$ cat src/rtl/stream_xform_fifo.sv
// stream_xform_fifo
// Valid/ready stream stage that transforms each accepted word according to a
// per-word mode, then buffers the result in a small FIFO so that consumer
// stalls never drop or corrupt data. The transform is applied on the way in,
// so a mode change only affects words accepted after the change.
module stream_xform_fifo #(
    parameter int          DATA_W = 8,
    parameter int          DEPTH  = 4,
    parameter int unsigned ROT    = 1,
    parameter int unsigned KEY    = 'hA5
) (
    input  logic                       clk_i,
    input  logic                       rst_n_i,
    input  logic [1:0]                 mode_i,
    input  logic                       flush_i,
    input  logic [DATA_W-1:0]          in_data_i,
    input  logic                       in_valid_i,
    output logic                       in_ready_o,
    output logic [DATA_W-1:0]          out_data_o,
    output logic                       out_valid_o,
    input  logic                       out_ready_i,
    output logic [$clog2(DEPTH+1)-1:0] level_o,
    output logic [15:0]                drop_cnt_o
);

    localparam int          PTR_W    = $clog2(DEPTH);
    localparam int          LVL_W    = $clog2(DEPTH+1);
    localparam int unsigned ROT_AMT  = ROT % DATA_W;
    localparam int unsigned SWAP_AMT = DATA_W / 2;
    localparam logic [DATA_W-1:0] KEY_V     = DATA_W'(KEY);
    localparam logic [LVL_W-1:0]  LVL_FULL  = LVL_W'(DEPTH);
    localparam logic [15:0]       DROP_MAX  = 16'hFFFF;

    typedef enum logic [1:0] {
        MODE_PASS = 2'd0,
        MODE_ROTX = 2'd1,
        MODE_INV  = 2'd2,
        MODE_SWAP = 2'd3
    } mode_e;

    // Left rotate: the upper half of the doubled word shifted left is the rotation.
    function automatic logic [DATA_W-1:0] rotl(input logic [DATA_W-1:0] d,
                                                input int unsigned amt);
        logic [2*DATA_W-1:0] dd;
        dd = {d, d} << amt;
        return dd[2*DATA_W-1:DATA_W];
    endfunction

    // Storage and state
    logic [DATA_W-1:0] mem_q [DEPTH];
    logic [PTR_W-1:0]  wr_ptr_q, wr_ptr_d;
    logic [PTR_W-1:0]  rd_ptr_q, rd_ptr_d;
    logic [LVL_W-1:0]  level_q,  level_d;
    logic [15:0]       drop_q,   drop_d;

    logic [DATA_W-1:0] xform_data;
    logic              push;
    logic              pop;
    logic              drop_inc;

    // Transform of the incoming word, selected by the mode sampled with it.
    // Swapping halves is a rotate by DATA_W/2, which also covers odd widths.
    always_comb begin
        xform_data = in_data_i;
        unique case (mode_e'(mode_i))
            MODE_PASS: xform_data = in_data_i;
            MODE_ROTX: xform_data = rotl(in_data_i, ROT_AMT) ^ KEY_V;
            MODE_INV:  xform_data = ~in_data_i;
            MODE_SWAP: xform_data = rotl(in_data_i, SWAP_AMT);
            default:   xform_data = in_data_i;
        endcase
    end

    // Handshake decode. in_ready depends only on registered level, never on
    // out_ready, so a full FIFO does not accept a word even if it pops that cycle.
    always_comb begin
        in_ready_o  = rst_n_i && !flush_i && (level_q < LVL_FULL);
        out_valid_o = rst_n_i && (level_q != '0);
        out_data_o  = out_valid_o ? mem_q[rd_ptr_q] : '0;
        level_o     = level_q;
        drop_cnt_o  = drop_q;
        push        = in_valid_i && in_ready_o;
        pop         = out_valid_o && out_ready_i && !flush_i;
        drop_inc    = in_valid_i && !in_ready_o;
    end

    // Next-state for pointers, occupancy and the saturating drop counter.
    always_comb begin
        wr_ptr_d = wr_ptr_q;
        rd_ptr_d = rd_ptr_q;
        level_d  = level_q;
        drop_d   = drop_q;

        if (drop_inc && (drop_q != DROP_MAX)) begin
            drop_d = drop_q + 16'd1;
        end

        if (flush_i) begin
            wr_ptr_d = '0;
            rd_ptr_d = '0;
            level_d  = '0;
        end else begin
            if (push) begin
                wr_ptr_d = wr_ptr_q + PTR_W'(1);
            end
            if (pop) begin
                rd_ptr_d = rd_ptr_q + PTR_W'(1);
            end
            unique case ({push, pop})
                2'b10:   level_d = level_q + LVL_W'(1);
                2'b01:   level_d = level_q - LVL_W'(1);
                default: level_d = level_q;
            endcase
        end
    end

    // Control state register; reset discards contents by clearing occupancy.
    always_ff @(posedge clk_i) begin
        if (!rst_n_i) begin
            wr_ptr_q <= '0;
            rd_ptr_q <= '0;
            level_q  <= '0;
            drop_q   <= '0;
        end else begin
            wr_ptr_q <= wr_ptr_d;
            rd_ptr_q <= rd_ptr_d;
            level_q  <= level_d;
            drop_q   <= drop_d;
        end
    end

    // Data storage: written only on an accepted push, contents need no reset.
    always_ff @(posedge clk_i) begin
        if (push) begin
            mem_q[wr_ptr_q] <= xform_data;
        end
    end

endmodule

$ cat config.mk
export PLATFORM = sky130hd
export DESIGN_NAME = stream_xform_fifo
export DESIGN_NICKNAME = d
export VERILOG_FILES = /design/src/rtl/stream_xform_fifo.sv
export SDC_FILE = /design/constraint.sdc
export NUM_CORES = 1
export LEC_CHECK = 0
export BUFFER_PORTS_ARGS = -buffer_cell sky130_fd_sc_hd__buf_2
export CORE_ASPECT_RATIO = 1.25
export CORE_UTILIZATION = 30
export DETAILED_ROUTE_END_ITERATION = 10
export GPL_TIMING_DRIVEN = 0
export PLACE_DENSITY = 0.46
export SYNTH_ARGS = -nofsm -noshare
export SYNTH_HDL_FRONTEND = slang
export SYNTH_SLANG_ARGS = --single-unit
export TNS_END_PERCENT = 10
$ cat constraint.sdc
create_clock -name clk_i -period 2.05 [get_ports clk_i]
set_clock_uncertainty 0.05 [all_clocks]
set_input_delay 0 -clock clk_i [delete_from_list [all_inputs] [get_ports clk_i]]
set_output_delay 0 -clock clk_i [all_outputs]
set_load 0.005 [all_outputs]
# After elaboration in Yosys (flattened, before gate mapping)
# Memory sizes are Yosys's and may differ from the RTL's. A register that Yosys moved wholly into a read port is not among the register bits.
# Index checks and enable logic that the tools add are counted.
[word_totals] ram_bits=32 register_bits=23 in_bits=15 word_cells=41 n_memories=1 output_inout_bits=29
[classes] add_sub_neg=5 n_eq_ne=6 reduce_logical=14 n_lt_le_gt_ge=1 n_bitwise=3 mux=7
[mem_list] memory="mem_q" words=4 word_bits=8 read_ports=1 rd_clocked_by_memory_dff=1 write_ports=1 line="50" text="logic [DATA_W-1:0] mem_q [DEPTH];"
[ops] cell="$pmux W8 S4" n=1
[ops] cell="$add A16 B1 Y16 const B" n=1
[ops] cell="$ne A16 B16 Y1 const B" n=1
[ops] cell="$logic_and A1 B1 Y1" n=8
[ops] cell="$mux W8" n=1
[ops] cell="$not A8 Y8" n=1
[ops] cell="$eq A2 B2 Y1 const B" n=3
[ops] cell="$pmux W3 S2" n=1
[ops] cell="$add A2 B1 Y2 const B" n=2
[ops] cell="$eq A2 B1 Y1 const B" n=2
[ops] cell="$mux W2" n=2
[ops] cell="$not A4 Y4" n=1
[ops] cell="$add A3 B1 Y3 const B" n=1
[ops] cell="$lt A3 B3 Y1 const B" n=1
[ops] cell="$reduce_bool A3 Y1" n=1
[ops] cell="$sub A3 B1 Y3 const B" n=1
[ops] cell="$logic_not A1 Y1" n=2
[ops] cell="$logic_not A2 Y1" n=1
[ops] cell="$mux W1" n=2
[ops] cell="$reduce_bool A2 Y1" n=1
[ops] cell="$reduce_or A2 Y1" n=1
[ops] cell="$not A1 Y1" n=1

# Logic depth before layout (Yosys ltp)
# Gate-level depths: netlist of run 1.
[depth] depth_word=6 mapped_depth=9

# Least setup slack after synthesis of run 1
# Ideal clock, no wire load.
[synth_timing] path_kind="reg-to-reg" start="reg level_q[2], in the netlist level_o[2]" end="reg level_q[2], in the netlist level_o[2]" path_stages_with_launch=10 setup_ns=0.070 path_slack_ns=-0.099 required_time_ns=1.930 period_less_slack_ns=2.149 t_arrival_ns=2.029 path_cell_list="dfxtp_1 > nor3b_1 > and2_1 > inv_1 > ha_1 > inv_1 > fa_1 > xor2_1 > or3_1 > a21oi_1"
[synth_lines] element="start, declared" line="53" text="logic [LVL_W-1:0] level_q, level_d;"
[synth_lines] element="start signal, assigned" line="127" text="level_q <= level_d;"
[synth_lines] element="$lt A3 B3 Y1 *" line="77" text="in_ready_o = rst_n_i && !flush_i && (level_q < LVL_FULL);"
[synth_lines] element="$logic_and A1 B1 Y1 *" line="77"
[synth_lines] element="net in_ready_o" line="18" text="output logic in_ready_o,"
[synth_lines] element="$logic_and A1 B1 Y1 *" line="82" text="push = in_valid_i && in_ready_o;"
[synth_lines] element="$eq A2 B1 Y1 or $eq A2 B2 Y1 (tied branches)" line="109" text="unique case ({push, pop})"
[synth_lines] element="$pmux W3 S2 or $reduce_bool A2 Y1 (tied branches)"
# Mark *: on every way through the listed nets, which the timed path passes. The rest lies on a longest branch.
# A chain may end at the register's enable or synchronous reset.

# Worst setup path in the final report of run 1
[layout_timing] start="reg level_q[2], in the netlist level_o[2]" end="reg level_q[2], in the netlist level_o[2]"
[layout_via] elab_chain_cells=6
[layout_rtl] element="branches (longest 6 deep; another with $lt A3 B3 Y1)"
# Several ways; the timed one is not identified.

==> results of run 1 <==
==> synth_stat cells, types with 2 or more instances <==
master	number	area share
a21boi_0	2	0.0055
a21oi_1	19	0.035
and2_1	2	0.0046
and3_1	14	0.032
buf_2	4	0.0073
clkbuf_1	9	0.012
dfxtp_1	25	0.18
edfxtp_1	32	0.35
ha_1	6	0.028
inv_1	11	0.015
mux2i_1	3	0.011
mux4_2	8	0.066
nand2_1	20	0.028
nand2b_1	3	0.0069
nand3_1	2	0.0037
nand4_1	6	0.014
nor2_1	13	0.018
nor2b_1	2	0.0046
nor4_1	2	0.0046
o211ai_1	2	0.0055
o21a_1	3	0.0083
o21ai_0	15	0.028
o31ai_1	7	0.019
o41ai_1	2	0.0064
or3_1	5	0.011
or4_1	7	0.019
xnor2_1	2	0.0064
xor2_1	3	0.0096
==> worst max-delay path, stage by stage (launching register included) <==
cell     delay, ps
dfxtp_4        380
nor3b_4         50
and2_1         180
inv_1           90
ha_1           180
inv_1           60
fa_1           370
xor2_1         160
or3_1          310
a21oi_1        130
==> routing by layer <==
layer,vias to the layer above,GRT usage
met5,-,0
met4,0,0.0714
met3,8,0.0420
met2,46,0.235
met1,976,0.158
li1,1030,-
==> path summary, 6_finish.rpt <==
kind	depth (start not counted)	slack [ps]	from	endpoint
hold reg to reg	2	440	drop_cnt_o[14]	drop_cnt_o[14]
setup / recovery	9	20	level_o[2]	level_o[2]
hold / removal	4	50	out_ready_i	flip-flop
setup reg to reg	9	20	level_o[2]	level_o[2]
==> stage by stage <==
step / total power, mW / util / setup slack (ps) / area [um2] / instances
final: 2.37 / 0.383 / 21.7 / 3350 / 423
after global routing: 2.48 / 0.383 / -109 / 3350 / 423
after CTS: 2.41 / 0.377 / 2.98 / 3300 / 423
after detailed placement: 1.39 / 0.353 / -218 / 3090 / 406
after global placement: 1.39 / 0.353 / -236 / 3090 / 406
after floorplan: 1.34 / - / 39.3 / 2730 / 244
==> where the power goes <==
group	internal (mW)	switching (mW)	leakage [nW]	total, mW
sequential	1.23	0.00657	0.493	1.23
combinational	0.0536	0.0851	0.648	0.139
clock	0.552	0.449	0.0913	1.00
total	1.83	0.541	1.23	2.37
==> cell type report <==
type                    count  area [um2]
flip-flops and latches     57        1470
clock inverters             6        58.8
fillers                   912        5400
well taps                 120         150
multi-input cells         163        1230
inverters                  11        41.3
clock buffers              10         128
plain buffers              13        55.1
repair buffers             43         218
==> cell families (layout without fill, tap and decap cells) <==
logic type      count (synthesis)  in the layout  synth area share
fa+ha+maj                       7              7            0.0349
buf+inv                        24             83            0.0349
flops                          57             57             0.536
xor+xnor                        5              5            0.0161
compound gates                 56             56             0.127
mux                            11             11            0.0771
simple gates                   84             84             0.174
==> flip-flops by register name (all words and copies together) (netlist names), named ones only <==
name,count
wr_ptr_q,2
rd_ptr_q,2
mem_q,32
level_o,3
drop_cnt_o,16
==> timing repair <==
item	CTS	global route
resized for setup	4	12
endpoints found under the setup margin	2	13
pin swaps	1	0
buffers inserted	1	0
==> results, run 1 <==
- In this run the deepest clock path goes through 2 buffers.
- The clock tree root driver cell is clkbuf_8.
- In this run the power density over the cells is 709 nW/um2.
- The estimated wirelength of the detail-placed design is 4.30 mm.
- From synthesis to final layout, the design area changed by 22.8%.
- The die extent in x is between 80 and 90 um.
- The final-report max-slew violation count is 0.
- In the final layout, the share of cells above drive strength 1 is 0.277.
- The synthesized netlist occupies a cell area of ~2700 um2.
- The synthesized area per cell is around 11 um2.
- The detailed-route wire length on metal 1 is approximately 2.5 mm.
- The global route total overflow is 0.
- The share of the clock period used by the worst path is 0.989.
- During placement, the flow inserted port buffers numbering 42.
- The initial antenna violation count is 0.
- The routed wire length per instance is about 14 um.
- In this run the remaining antenna-violating nets after routing total 0.
- The total length of routed met3 wires is a little under 300 um.
- The clock tree synthesis step divided the H-tree into 3 levels.
- The class of the worst hold path is in -> reg.
- The number of buffers added by the clock tree synthesis step is 9.
- The category of the worst setup path capture point is a flip-flop.
- Synthesis handed over a netlist of between 200 and 250 instances.
- The area inside the core boundary is around 8700 um2.
- The final critical path time including I/O delays and setup is 2030 ps.
- At the end of routability-driven placement, the weighted congestion stood at between 0.7 and 0.8.
- The final layout contains routed wiring with a total length of a little over 6 mm.
- The number of distinct library cell variants in the gate-level netlist after synthesis is 43.
- The maximum fanout along the worst path is 6.
- Setup total negative slack on the finished layout was measured at 0 ps.
- The die footprint is approximately 9500 um2.
- The TritonCTS sink count is 57.
- Setup violations remaining at the end of the flow were counted as 0.
- The number of antenna cells inserted is 0.
- The async set or reset register ratio after synthesis is 0.
- Across every metal layer, demand over resource in global routing totals 0.139.
- The arrival time reported for the critical path endpoint is 2240 ps.
- The portion of the post-synthesis area used by sequential elements is 0.536.
- The startpoint class of the critical path is a flip-flop.
- Hold repair after CTS inserted 0 buffers.
- The Yosys step of the flow raised 0 warnings.
- The starting density of the core is 0.312.
- The worst-case hold slack is ~50 ps.
- The number of nets in the synthesized netlist is between 200 and 300.
- The number of core rows is 38.
- The maximum achievable frequency is 0.493 GHz.
- The flow ran to the end, and the final reports show no timing, DRC or antenna violations.
- The vias after detailed routing is between 2000 and 2500.
- The worst max-slew margin expressed relative to the limit is 0.603.
- The number of DRC markers in iteration 0 is 60.
- The first-pass iteration count of the detailed router is 4.
- Across the VDD grid, the largest voltage drop is approximately 250 uV.
- Clock latency on the worst-skew pair, taken at its later pin, is between 300 and 400 ps.
- Leaving out fill and tap cells, the most frequent cells in the layout are buf_2 (47), edfxtp_1 (32), dfxtp_1 (21).
- TritonCTS built the clock tree.
- The total number of nets in the final design is 320.
- The type of the setup path with the least slack is reg -> reg.
- Entering global routing, the biggest net connects 11 pins.
- The via count of the first global-routing pass is around 2000.
- The slew at the pin closest to its max-slew limit is 595 ps.
- For this run, design rule violations remaining after detail routing come to 0.
- The leakage power is about 1.2 nW.
- After clock tree synthesis, the clock-pin slew on the worst setup and hold paths is ~60 ps.
- Setup repair after global routing could not meet its margin everywhere.
- The data required time of the critical path is 2270 ps.
- Across the run, the number of max-cap violations was 0.
- The floorplan step set the die height to approximately 110 um.
- The number of synthesized register bits is 57.
- The first-pass GRT wire length is 9.64 mm.
- Dividing the detail-routed via count by the number of cells gives 4.87.
- The number of top-level pins is 44.
- The number of endpoints with negative hold slack in the final report is 0.
- Leaving out fill and tap cells, the most frequent cell in the layout is buf_2.
- The routed wire length on met2 is between 3 and 4 mm.
- The highest routed metal layer is met4.
- The prevailing post-synth register cell is edfxtp_1.
- The number of enable flip-flop cells after synthesis is 32.
No activity file was read; power rests on OpenSTA's default activity.
==> inputs of run 2 (changes only) <==
==> constraint.sdc (replaced) <==
create_clock -name clk_i -period 1.84 [get_ports clk_i]
set_clock_uncertainty 0.05 [all_clocks]
set_input_delay 0 -clock clk_i [delete_from_list [all_inputs] [get_ports clk_i]]
set_output_delay 0 -clock clk_i [all_outputs]
set_load 0.005 [all_outputs]
==> results, run 2 (synthesis gave the netlist of run 1 again) <==
- The class of the worst hold path is in -> reg.
- The final route contains between 2000 and 2500 vias.
- The weighted congestion at the end of routability-driven global placement is approximately 0.70.
- The number of core rows is 38.
- The worst-case setup margin in the final layout is -78.2 ps.
- The clock-pin slew of the registers on the worst-case setup and hold paths is ~70 ps.
- The final reports fail on setup timing.
- The number of endpoints with negative hold slack in the final report was 0.
- The setup check on the worst reg-to-reg path leaves a slack of -80 ps.
- The register with the most flip-flops in the layout has 32 of them.
- The CTS tree is done.
- The die extent in x is 87.3 um.
- The library cells used most frequently in the layout, excluding fill and tap cells, are buf_2 (45), edfxtp_1 (32), nand2_1 (20), dfxtp_1 (20), a21oi_1 (18).
- The worst-case hold slack is around 64 ps.
- In this run the remaining antenna-violating nets after routing total 0.
- After detailed routing, the average wire length per cell comes to between 10 and 15 um.
- The global route total overflow is 0.
- The type of the setup path with the least slack is reg -> reg.
- The leakage power is ~1.3 nW.
- The TritonCTS sink count is 57.
- The HPWL after detailed placement is approximately 4.3 mm.
- The number of cells in the design after placement is slightly above 400.
- The flow ran to the end, but the final reports show violations.
- In this run the most critical hold path is launched from out_ready_i.
- The maximum achievable frequency is 0.521 GHz.
- IR analysis of the VDD net gives a maximum drop of between 200 and 250 uV.
- The smallest clock period supported by the final layout is computed as between 1500 and 2000 ps.
- The clock tree root driver cell is clkbuf_8.
- The worst register-to-register path has a depth of 8.
- In this run the tool buffered the top-level ports with 42 buffer cells.
- Leaving out filler cells and counting taps, the final layout contains 425.
- The die covers about 9500 um2.
- The per-cell via count in the routed design is 4.82.
- The final-report max-slew violation count is 0.
- The finished cells cover ~3400 um2.
- The longest clock path from root to sink contains 2 buffers.
- The total global-route track usage is 0.136.
- In this run, CTS created clock tree buffers numbering 9.
- The via count of the first global-routing pass is 1923.
- The placed instances occupy a cell area of roughly 3100 um2.
- For this configuration, the core starts out at a cell density of 0.312.
- For this run, design rule violations remaining after detail routing come to 0.
- Setup repair after global routing could not meet its margin everywhere.
- The area inside the core boundary is between 8000 and 9000 um2.
- The final routed wirelength across all metal layers is approximately 6.0 mm.
- For this run, the detailed router's first-pass iteration total came to 4.
- The startpoint class of the critical path is a flip-flop.
- The initial antenna violation count is 0.
- The number of hold-repair buffers added at the cts stage is 0.
- STA classifies the critical path endpoint as a flip-flop.
- The total power density per cell area is ~760 nW/um2.
- The slew at the pin closest to its max-slew limit is 563 ps.
- The data required time of the critical path is between 2000 and 2500 ps.
- The maximum fanout along the worst path is 6.
- The H-tree was split into 3 levels.
- The most frequent standard cell in the layout excluding fill and tap cells is buf_2.
- For this design the top-level I/O count stands at 44.
- Clock latency on the worst-skew pair, taken at its later pin, is about 330 ps.
- The startpoint identified for the worst register-to-register timing path is level_o[2].
- More flip-flops sit in one register than any other, and that register is mem_q.
- The number of antenna diodes in the final layout is 0.
- The pin count of the biggest net entering global routing is 13.
- Total power for the finished layout comes to approximately 2.6 mW.
- For this run, the post-layout net count is 322.
- The endpoint of the lowest-slack register-to-register path is level_o[2].
- The die is between 100 and 150 um tall.
- Relative to the synthesized area, the layout overhead comes to 25.2%.
- Setup violations remaining at the end of the flow were counted as 2.
- The worst hold path was traced through 4 stages.
- The first-pass GRT wire length is 9.51 mm.
- Of the cells placed in the final design, the portion with a size suffix greater than 1 is 0.325.
- The tool flagged a number of max-cap violations equal to 0.
- The worst max-slew margin expressed relative to the limit is 0.622.
- Data on the critical path arrives at its endpoint at between 2000 and 2500 ps.
- The share of the clock period used by the worst path is 1.04.
- After the first detailed-routing iteration, the DRC count stood at 61.
run 2: layout make-up:
class                           count  area [um2]
Clock buffer                        9         124
Fill cell                         907        5340
Clock inverter                      7        55.1
Timing Repair Buffer               46         240
Tap cell                          120         150
Sequential cell                    57        1470
Inverter                           11        41.3
Multi-Input combinational cell    163        1270
Buffer                             12        57.6
run 2: worst max path at each step:
| stage | from | slack, ps | to | depth (start not counted) |
|---|---|---|---|---|
| floorplan | level_o[2] | -0.3 | level_o[2] | 8 |
| global placement | rst_n_i | -310 | level_o[2] | 10 |
| detailed placement | rst_n_i | -320 | level_o[2] | 10 |
| CTS | drop_cnt_o[0] | -140 | drop_cnt_o[1] | 5 |
| global route | level_o[2] | -150 | level_o[2] | 8 |
| finish | level_o[2] | -80 | level_o[2] | 8 |
run 2: timing repair:
item / CTS / global route
pin swaps: 1 / 2
gates resized for setup: 3 / 14
setup buffers: 0 / 4
setup endpoints to repair: 25 / 21
run 2: power breakdown:
part           internal [mW]  switching [mW]  total (mW)
logic                 0.0620          0.0955       0.157
clock network          0.499           0.557        1.06
registers               1.36         0.00751        1.37
run 2: per-stage QoR:
stage                     setup TNS, ps   util  setup WS (ps)
after floorplan                  -0.586      -         -0.301
after global placement            -1670  0.357           -315
after detailed placement          -1950  0.357           -319
after CTS                         -1600  0.378           -145
after global routing               -460  0.390           -151
final                              -100  0.390          -78.2
run 2: worst max-delay path: stages (launching register included):
cell     delay [ps]
dfxtp_4         370
or3_4           370
and3_4          170
ha_4            160
inv_2            50
fa_2            190
xor2_1           70
or3_1           320
a21oi_2         110
run 2: routing by layer:
metal	vias to the layer above	share of wire	track usage
li1	1033	-	-
met1	974	0.44	0.159
met2	37	0.52	0.234
met3	4	0.035	0.0328
met4	0	0.010	0.0597
met5	-	0	0
==> inputs of run 3 (changes only) <==
--- a/config.mk
+++ b/config.mk
@@ -9,7 +9,6 @@
 export CORE_ASPECT_RATIO = 1.25
 export CORE_UTILIZATION = 30
 export DETAILED_ROUTE_END_ITERATION = 10
-export GPL_TIMING_DRIVEN = 0
 export PLACE_DENSITY = 0.46
 export SYNTH_ARGS = -nofsm -noshare
 export SYNTH_HDL_FRONTEND = slang
==> results, run 3 (synthesis gave the netlist of run 1 again) <==
- The clock tree root driver cell is clkbuf_8.
- For the finished layout, the period the worst path requires is about 1900 ps.
- For this run, the total global-route usage over all layers was measured as 0.139.
- The max-capacitance violation count is 0.
- In this run the vertical extent of the chip is 109 um.
- After the flow finishes, the layout carries non-filler instances totaling around 440.
- After detailed routing, the number of remaining DRC violations is 0.
- The most flop-heavy register is mem_q.
- The number of antenna cells inserted is 0.
- The pin count of the biggest net entering global routing is 18.
- TritonCTS built the clock tree.
- STA puts the critical path data arrival time at 2110 ps.
- The number of endpoints with negative hold slack in the final report came to 0.
- The final-report max-slew violation count is 0.
- Derived from the worst setup path, the maximum achievable clock frequency is between 0.5 and 0.6 GHz.
- The clock tree synthesis step divided the H-tree into 3 levels.
- The die covers roughly 9500 um2.
- The worst-case hold slack is approximately 38 ps.
- The layout cell share with drive strength beyond 1 is 0.358.
- Clock-pin slew was measured on the worst setup and hold paths at 70 ps.
- The TritonCTS sink count is 57.
- The min-delay analysis places its worst path in the category in -> reg.
- Setup violations remaining at the end of the flow were counted as 2.
- The worst hold path terminates at rd_ptr_q[1].
- The initial antenna violation count is 0.
- The later pin in the worst-skew pair is clocked with a latency of 340 ps.
- Setup repair after global routing could not meet its margin everywhere.
- In this run the tightest slew margin relative to its limit is 0.604.
- For this run the aggregate overflow at the end of global routing stands at 0.
- The total area inside the core boundary comes to 8750 um2.
- The vias after detailed routing is between 2000 and 2500.
- The die is ~87 um wide.
- The number of top-level pins is 44.
- Row generation in the floorplan step produced 38 rows.
- The number of DRC markers in iteration 0 is between 50 and 60.
- The estimated wirelength of the detail-placed design is between 4 and 5 mm.
- The first-pass GRT wire length is ~9.6 mm.
- In this run the register-to-register setup slack is -50 ps.
- In this run the critical register-to-register path is captured at level_o[2].
- Measured in cells, the most critical reg-to-reg path has a length of 8.
- By startpoint and endpoint, the worst setup path is classified as reg -> reg.
- The final reports fail on setup timing.
- STA classifies the critical path endpoint as a flip-flop.
- The worst register-to-register path begins at level_o[2].
- The worst-case clock buffer depth is 2.
- Wires add up to around 6.0 mm.
- The via count of the first global-routing pass is 1968.
- Across the VDD grid, the largest voltage drop is 347 uV.
- The per-cell via count in the routed design is 4.92.
- The library cells used most frequently in the layout, excluding fill and tap cells, are buf_2 (43), edfxtp_1 (32), buf_4 (27).
- The count of buffers inserted at the top-level ports is 43.
- The startpoint of the tightest hold check path is out_ready_i.
- The starting density of the core is 0.312.
- In this run the static leakage power is 1.35 nW.
- The share of the clock period used by the worst path is 1.03.
- The weighted congestion at the end of routability-driven global placement is between 0.7 and 0.8.
- The number of buffers added by the clock tree synthesis step is 9.
- After layout, the worst setup slack is -47.4 ps.
- The worst setup path is launched from a flip-flop.
- The pre-antenna-repair detailed-routing pass consisted of 4 iterations.
- For the worst setup path, the data required time is 2060 ps.
- Once placement completed, the tool counted placed cells totaling about 420.
- The register with the most flip-flops in the layout has 32 of them.
- The count of cells along the worst hold path is 4.
- The area added between synthesis and finish is 29.0%.
- The antenna violation net count after detailed routing is 0.
- The maximum fanout along the worst path is 4.
- Buffers inserted to repair hold after CTS numbered 0.
- At the pin with the least slew margin, the transition time is 590 ps.
- The final sum of negative setup slack is -75.3 ps.
- For this run, the post-layout net count is 335.
- The run finished, with violations left.
- The library cell used most frequently in the layout, excluding fill and tap cells, is buf_2.
- The total power density per cell area is between 700 and 800 nW/um2.
- The completed layout was analyzed and its total power is 2.77 mW.
- Dividing the detail-routed wire length by the instance count gives 13.8 um.
- Once the clock tree was built, the setup fixing pass inserted 0 buffers.
-- run 3: cell count changes in the layout (fill, tap and decap cells not counted), moves of 2 or more --
cell / change
dfxtp_2: -2
dfxtp_1: +2
clkbuf_1: -7
clkinvlp_4: -2
buf_4: +23
buf_2: -2
-- run 3: worst max-delay path, cell delays in order (launching register included) --
cell and delay, ps:
dfxtp_4 370, or3_4 370, and3_4 170, ha_4 150, inv_2 50, fa_2 190
xor2_1 60, or3_1 300, a21oi_1 120
-- run 3: per-layer routing --
metal,vias to the layer above,track usage,wire (um),share of wire
li1,1064,-,-,-
met1,1033,0.158,2640,0.44
met2,50,0.234,3030,0.50
met3,10,0.0397,250,0.041
met4,0,0.0726,121,0.020
met5,-,0,0,0
-- run 3: repair_timing --
item,in CTS,in global routing
setup endpoints to repair,4,10
gates cloned,0,0
resized for setup,2,4
-- run 3: power breakdown --
part	switching, mW	internal (mW)
sequential	0.00521	1.36
clock	0.588	0.653
combinational	0.0970	0.0672
-- run 3: layout make-up --
type | instances | area [um2]
sequential | 57 | 1470
clock inverter | 7 | 85.1
clock buffer | 9 | 124
multi-input combinational | 163 | 1220
inverter | 11 | 41.3
tap | 120 | 150
timing repair buffer | 71 | 429
fill | 907 | 5230
-- run 3: worst max-delay path by stage --
stage / startpoint / endpoint / slack [ps] / cells after the start
after global routing: level_o[2] / level_o[2] / -120 / 8
after detailed placement: level_o[2] / level_o[2] / -50 / 8
after global placement: level_o[2] / level_o[2] / -20 / 8
final: level_o[2] / level_o[2] / -50 / 8
after CTS: level_o[2] / level_o[2] / -60 / 8
after floorplan: level_o[2] / level_o[2] / -0.3 / 8
-- run 3: per-stage QoR --
stage | util | cell area, um2 | worst slack (ps)
3_3_place_gp | 0.376 | 3290 | -17.8
5_1_grt | 0.402 | 3520 | -124
2_1_floorplan | - | 2770 | -0.301
3_5_place_dp | 0.376 | 3290 | -48.4
6_report | 0.402 | 3520 | -47.4
4_1_cts | 0.401 | 3500 | -61.1
